<file path="src/rtl/matrix_mult_pkg.sv">
// matrix_mult_pkg
// Shared definitions for the streaming matrix multiplier:
//   - state_t      : 3-bit controller state encoding
//   - clog2/idx_w  : elaboration-time width helpers
//   - DEF_*        : default operand width and matrix dimensions
package matrix_mult_pkg;

  localparam int DEF_DW = 8;
  localparam int DEF_M  = 4;
  localparam int DEF_K  = 4;
  localparam int DEF_N  = 4;

  typedef enum logic [2:0] {
    ST_IDLE    = 3'd0,
    ST_LOAD_A  = 3'd1,
    ST_LOAD_B  = 3'd2,
    ST_COMPUTE = 3'd3,
    ST_OUTPUT  = 3'd4
  } state_t;

  // Ceiling log2; clog2(1) = 0.
  function automatic int clog2(input int v);
    int r;
    r = 0;
    while ((1 << r) < v) r++;
    return r;
  endfunction

  // Index width for an array of n entries, never narrower than one bit.
  function automatic int idx_w(input int n);
    return (n <= 1) ? 1 : clog2(n);
  endfunction

endpackage

</file>
<file path="src/rtl/matrix_mult_stream_mac_unit.sv">
// mac_unit
// One multiply-accumulate step per enabled cycle.
//   i_en        : update the accumulator register with o_sum
//   i_seed_load : start a new dot product from i_seed instead of the accumulator
//   i_seed      : starting value (previous C element or zero)
//   i_a, i_b    : operands, two's complement when SIGNED != 0
//   o_sum       : base + extended product, available in the same cycle so the
//                 caller can write the finished element without an extra cycle
module mac_unit #(
  parameter int DW     = 8,
  parameter int AW     = 18,
  parameter int SIGNED = 0
) (
  input  logic          clk,
  input  logic          reset,
  input  logic          i_en,
  input  logic          i_seed_load,
  input  logic [AW-1:0] i_seed,
  input  logic [DW-1:0] i_a,
  input  logic [DW-1:0] i_b,
  output logic [AW-1:0] o_sum
);

  logic [2*DW-1:0] w_prod;
  logic [AW-1:0]   w_prod_ext;
  logic [AW-1:0]   w_base;
  logic [AW-1:0]   r_acc;

  generate
    if (SIGNED != 0) begin : g_signed
      assign w_prod     = $signed({{DW{i_a[DW-1]}}, i_a}) * $signed({{DW{i_b[DW-1]}}, i_b});
      // Size cast of a signed expression sign-extends, and stays legal when AW == 2*DW.
      assign w_prod_ext = AW'($signed(w_prod));
    end else begin : g_unsigned
      assign w_prod     = {{DW{1'b0}}, i_a} * {{DW{1'b0}}, i_b};
      assign w_prod_ext = AW'(w_prod);
    end
  endgenerate

  assign w_base = i_seed_load ? i_seed : r_acc;
  assign o_sum  = w_base + w_prod_ext;  // wraps modulo 2^AW

  always_ff @(posedge clk) begin
    if (reset) begin
      r_acc <= '0;
    end else if (i_en) begin
      r_acc <= o_sum;
    end
  end

endmodule

</file>
<file path="src/rtl/matrix_mult_stream.sv">
// matrix_mult_stream
// Streaming C = A x B (mode 0) or C = C + A x B (mode 1); A is MxK, B is KxN.
// Ports:
//   clk, reset          : clock, synchronous active-high reset
//   start, mode         : job request and mode, sampled only in IDLE
//   in_valid/in_ready   : operand stream (A row-major, then B row-major)
//   in_data             : operand element
//   out_valid/out_ready : result stream of C, row-major
//   out_data            : C element (zero when not valid)
//   busy                : high in every state except IDLE
//   done                : one-cycle pulse in the cycle after the last output
//   dbg_state           : current controller state
// Handshake: a transfer happens on a rising edge where valid and ready are
// both high; the sender holds data stable while valid is high and ready is low.
module matrix_mult_stream
  import matrix_mult_pkg::*;
#(
  parameter int DW     = DEF_DW,
  parameter int M      = DEF_M,
  parameter int K      = DEF_K,
  parameter int N      = DEF_N,
  parameter int SIGNED = 0,
  parameter int AW     = 2*DW + clog2(K)
) (
  input  logic          clk,
  input  logic          reset,
  input  logic          start,
  input  logic          mode,
  input  logic          in_valid,
  input  logic [DW-1:0] in_data,
  output logic          in_ready,
  output logic          out_valid,
  output logic [AW-1:0] out_data,
  input  logic          out_ready,
  output logic          busy,
  output logic          done,
  output state_t        dbg_state
);

  localparam int NA  = M*K;
  localparam int NB  = K*N;
  localparam int NC  = M*N;
  localparam int AAW = idx_w(NA);
  localparam int BAW = idx_w(NB);
  localparam int CAW = idx_w(NC);
  localparam int LW  = idx_w((NA > NB) ? NA : NB);
  localparam int IW  = idx_w(M);
  localparam int JW  = idx_w(N);
  localparam int KW  = idx_w(K);

  state_t         r_state, w_state_nxt;
  logic           r_mode, r_c_valid, r_done;
  logic [LW-1:0]  r_ld_cnt;
  logic [IW-1:0]  r_i;
  logic [JW-1:0]  r_j;
  logic [KW-1:0]  r_k;
  logic [CAW-1:0] r_idx;

  logic [DW-1:0]  r_a [NA];
  logic [DW-1:0]  r_b [NB];
  logic [AW-1:0]  r_c [NC];

  logic           w_accept, w_ld_last_a, w_ld_last_b;
  logic           w_k_last, w_j_last, w_i_last, w_mac_last;
  logic           w_out_fire, w_out_last;
  logic [AAW-1:0] w_a_addr;
  logic [BAW-1:0] w_b_addr;
  logic [CAW-1:0] w_c_addr;
  logic [AW-1:0]  w_seed, w_mac_sum;

  assign in_ready  = (r_state == ST_LOAD_A) || (r_state == ST_LOAD_B);
  assign out_valid = (r_state == ST_OUTPUT);
  assign out_data  = out_valid ? r_c[r_idx] : '0;
  assign busy      = (r_state != ST_IDLE);
  assign done      = r_done;
  assign dbg_state = r_state;

  assign w_accept    = in_valid && ((r_state == ST_LOAD_A) || (r_state == ST_LOAD_B));
  assign w_ld_last_a = (int'(r_ld_cnt) == NA-1);
  assign w_ld_last_b = (int'(r_ld_cnt) == NB-1);
  assign w_k_last    = (int'(r_k) == K-1);
  assign w_j_last    = (int'(r_j) == N-1);
  assign w_i_last    = (int'(r_i) == M-1);
  assign w_mac_last  = w_k_last && w_j_last && w_i_last;
  assign w_out_fire  = out_ready && (r_state == ST_OUTPUT);
  assign w_out_last  = (int'(r_idx) == NC-1);

  assign w_a_addr = AAW'(int'(r_i)*K + int'(r_k));
  assign w_b_addr = BAW'(int'(r_k)*N + int'(r_j));
  assign w_c_addr = CAW'(int'(r_i)*N + int'(r_j));

  // Accumulate mode seeds each dot product with the previous C element.
  assign w_seed = r_mode ? r_c[w_c_addr] : '0;

  mac_unit #(
    .DW     (DW),
    .AW     (AW),
    .SIGNED (SIGNED)
  ) u_mac (
    .clk         (clk),
    .reset       (reset),
    .i_en        (r_state == ST_COMPUTE),
    .i_seed_load (r_k == '0),
    .i_seed      (w_seed),
    .i_a         (r_a[w_a_addr]),
    .i_b         (r_b[w_b_addr]),
    .o_sum       (w_mac_sum)
  );

  always_comb begin
    w_state_nxt = r_state;
    case (r_state)
      ST_IDLE:    if (start) w_state_nxt = ST_LOAD_A;
      ST_LOAD_A:  if (w_accept && w_ld_last_a) w_state_nxt = ST_LOAD_B;
      ST_LOAD_B:  if (w_accept && w_ld_last_b) w_state_nxt = ST_COMPUTE;
      ST_COMPUTE: if (w_mac_last) w_state_nxt = ST_OUTPUT;
      ST_OUTPUT:  if (w_out_fire && w_out_last) w_state_nxt = ST_IDLE;
      default:    w_state_nxt = ST_IDLE;
    endcase
  end

  always_ff @(posedge clk) begin
    if (reset) begin
      r_state   <= ST_IDLE;
      r_mode    <= 1'b0;
      r_c_valid <= 1'b0;
      r_done    <= 1'b0;
      r_ld_cnt  <= '0;
      r_i       <= '0;
      r_j       <= '0;
      r_k       <= '0;
      r_idx     <= '0;
    end else begin
      r_state <= w_state_nxt;
      r_done  <= 1'b0;
      case (r_state)
        ST_IDLE: begin
          if (start) begin
            // Accumulating onto a C that was never computed falls back to mode 0.
            r_mode   <= mode && r_c_valid;
            r_ld_cnt <= '0;
            r_i      <= '0;
            r_j      <= '0;
            r_k      <= '0;
            r_idx    <= '0;
          end
        end
        ST_LOAD_A: begin
          if (w_accept) r_ld_cnt <= w_ld_last_a ? '0 : r_ld_cnt + LW'(1);
        end
        ST_LOAD_B: begin
          if (w_accept) r_ld_cnt <= w_ld_last_b ? '0 : r_ld_cnt + LW'(1);
        end
        ST_COMPUTE: begin
          if (w_k_last) begin
            r_k <= '0;
            if (w_j_last) begin
              r_j <= '0;
              r_i <= w_i_last ? '0 : r_i + IW'(1);
            end else begin
              r_j <= r_j + JW'(1);
            end
          end else begin
            r_k <= r_k + KW'(1);
          end
          if (w_mac_last) r_c_valid <= 1'b1;
        end
        ST_OUTPUT: begin
          if (w_out_fire) begin
            if (w_out_last) begin
              r_idx  <= '0;
              r_done <= 1'b1;
            end else begin
              r_idx <= r_idx + CAW'(1);
            end
          end
        end
        default: ;
      endcase
    end
  end

  // Operand and result storage; contents are don't-care after reset.
  always_ff @(posedge clk) begin
    if ((r_state == ST_LOAD_A) && w_accept) r_a[AAW'(r_ld_cnt)] <= in_data;
    if ((r_state == ST_LOAD_B) && w_accept) r_b[BAW'(r_ld_cnt)] <= in_data;
    if ((r_state == ST_COMPUTE) && w_k_last) r_c[w_c_addr] <= w_mac_sum;
  end

endmodule

</file>
<file path="config.mk">
export PLATFORM = sky130hd
export DESIGN_NAME = matrix_mult_stream
export DESIGN_NICKNAME = d
export VERILOG_FILES = /design/src/rtl/matrix_mult_pkg.sv /design/src/rtl/matrix_mult_stream_mac_unit.sv /design/src/rtl/matrix_mult_stream.sv
export SDC_FILE = /design/constraint.sdc
export NUM_CORES = 1
export LEC_CHECK = 0
export ABC_AREA = 1
export CAP_MARGIN = 25
export CORE_MARGIN = 2
export CORE_UTILIZATION = 57
export CTS_CLUSTER_DIAMETER = 50
export DETAILED_ROUTE_END_ITERATION = 7
export GPL_TIMING_DRIVEN = 1
export PLACE_DENSITY = 0.73
export SLEW_MARGIN = 20
export SYNTH_ARGS = -nofsm -noshare
export SYNTH_HDL_FRONTEND = slang
export SYNTH_SLANG_ARGS = --single-unit
</file>
<file path="constraint.sdc">
create_clock -name clk -period 6 [get_ports clk]
set_input_delay 1.8 -clock clk [delete_from_list [all_inputs] [get_ports clk]]
set_output_delay 1.8 -clock clk [all_outputs]
set_load 0.05 [all_outputs]
</file>
==> run metrics <==
status=finished, final reports clean; TNS Setup=0 ns; vias in the first global route=about 21k; Area Growth Syn to Fin=12.65%; worst-margin pin slew=1.085 ns; Ports=39; Top FF cell, synth=edfxtp_1; area of the multi-input gates=between 9000 and 10000 um2; Yosys top cell by area=edfxtp_1; # port buffers=38; Synth area leaders=edfxtp_1 (57%), o21ai_0 (8.4%), nor2_1 (4.1%), a21oi_1 (4.0%), inv_1 (3.7%); WS Path Type=flop to flop; clk slew on worst S/H paths=0.06 ns; Overall Global Routing Usage=0.3035; cts-stage hold buffer count=0; Antenna Cells=0; drt wl/cell=22.95 um; DR vias=around 22k; FFs w/ async S/R, synth=0; Slowest cell on crit path=fa_1; Yosys reg bits=586; Die Wd=228.8 um; share of layout cells above drive strength 1=0.1006; Seq. cell area=between 15000 and 20000 um2; die area=52350 um2; Final ANT Viol Nets=0; # clock sinks=~600; Syn Nets=2873; syn_area_per_cell=10.46 um2; Mapped Area=approximately 29000 um2; Final setup violation count=0; via density per instance=around 6.3; Slew Viols, Final=0; fin nets=2911; GR Overflow Total=0; Max stage delay on crit path=just over 0.5 ns; RSZ-0062 raised after global routing=false; Final WS setup=0.2717 ns; CP arrival=between 6 and 7 ns; HP Class=flop to flop; fillers=3858; Num CTS Buffers=59; Critical Path Fanout Max=29; Hold WS=0.4874 ns; pre-CTS WS=0.04427 ns; final hold vios=0; top cell type's share of synthesized area=0.5671; distinct cell type count after synthesis=46; min cycle time layout=5.728 ns; initial antenna violation count=1; clk_skew=0.02843 ns; num rows=82; Data required, critical path=6.35 ns; Die H=between 200 and 250 um; Tcrit/Tclk final=0.9547; Pre-antenna DRT Iters=7; Core Area=50070 um2; Skew-Pair Late Insertion Delay=0.64 ns; EDFF count, synth=544; fmax=174.6 MHz; Critical Path Start Type=flop; clk buf depth=3; initial drt markers=3117; hpwl dp=49.71 mm; H-tree levels=2; Slew HR=0.2739; largest net degree at the start of global routing=113; Root Buffer=clkbuf_16; routed wire length=80.65 mm; yosys warns=0; global-route wire length before repair=122.3 mm; Initial Util=0.5754; Max Cap Viol=0; CP endpoint kind=flop; DRC Markers=0; gpl congestion=approximately 0.9; Gate Count Post-Synth=2754; register area share after synthesis=0.5962; CTS tree=built
## path summary, 6_finish.rpt
check | cells past startpoint | endpoint | slack (ns) | startpoint
setup / recovery | 26 | r_c[13][15] | 0.27 | r_k[0]
hold / removal | 2 | r_c_valid | 0.49 | r_c_valid
setup reg to reg | 26 | r_c[13][15] | 0.27 | r_k[0]
hold reg to reg | 2 | r_c_valid | 0.49 | r_c_valid
## per-layer routing
layer	vias to the layer above	GRT usage	routed length [um]
met5	-	0	0
met4	0	0.1303	3303
met3	254	0.05227	8722
met2	1424	0.4799	37620
met1	10640	0.4177	31010
li1	9855	-	-
## registers in the layout, summed over array words and instances (netlist names), 3 cells and up, named ones only
signal       count
r_idx            4
r_ld_cnt         4
r_a            128
u_mac.r_acc     18
r_b            128
r_c            288
dbg_state        3
## cells by family after synthesis
family,count (synthesis),synth area share
xor+xnor,11,0.003345
simple gates,647,0.09325
buf+inv,475,0.06893
fa+ha+maj,105,0.05863
compound gates,930,0.1796
flops,586,0.5962
## placed cells by master (no fill, tap or decap), types with 4 or more instances in the layout
cell type / count
nor2_2: 4
o221ai_1: 52
clkdlybuf4s50_1: 36
nand2_1: 177
a21oi_1: 230
clkbuf_1: 11
a22oi_1: 9
o22ai_1: 34
inv_1: 281
bufinv_16: 7
nor2_1: 311
o211ai_2: 8
dfxtp_4: 5
dfxtp_1: 35
o21ai_1: 39
nand3_1: 110
clkinv_2: 12
o211ai_1: 58
clkinvlp_4: 4
a21o_1: 4
ha_1: 55
clkinv_1: 12
fa_1: 50
nand2_2: 14
edfxtp_1: 544
inv_2: 8
nor3_2: 13
o21ai_0: 481
buf_12: 17
inv_6: 5
nor3_1: 6
buf_4: 98
clkbuf_16: 60
a211oi_1: 6
xor2_1: 4
## cell type report
type / instances / area share
multi-input cells: 1694 / 0.3024
well taps: 672 / 0.02591
clock inverters: 41 / 0.01284
inverters: 292 / 0.03389
repair buffers: 159 / 0.04750
clock buffers: 71 / 0.04754
flip-flops and latches: 586 / 0.5300
## critical path, delay by kind of cell (launching register included)
kind,cells,cell delay [ns]
fa+ha+maj,5,2.11
simple gates,7,0.97
buf+inv,9,1.07
compound gates,5,0.93
flops,1,0.38
## stage by stage
stage	util	instances	instance area (um2)
global route	0.6481	3515	32450
floorplan	-	2754	28810
finish	0.6481	3515	32450
detailed placement	0.6066	3397	30370
CTS	0.6458	3509	32330
global placement	0.6055	3393	30320
## cells in the mapped netlist, types with 36 or more instances
library cell  number
edfxtp_1         544
o21ai_0          483
nor2_1           315
inv_1            283
a21oi_1          230
nand2_1          180
clkbuf_1         114
nand3_1          110
o211ai_1          58
ha_1              55
o221ai_1          52
fa_1              50
dfxtp_1           42
o21ai_1           38
buf_2             36
## what timing repair did
item / in CTS / in global routing
setup buffers: 0 / 1
gates resized for setup: 0 / 12
hold endpoints to repair: 0 / 0
endpoints found under the setup margin: 0 / 84
Power is left out: the tool's default activity adds up to more than one toggle a clock period on the data nets, which glitch-free logic cannot reach.
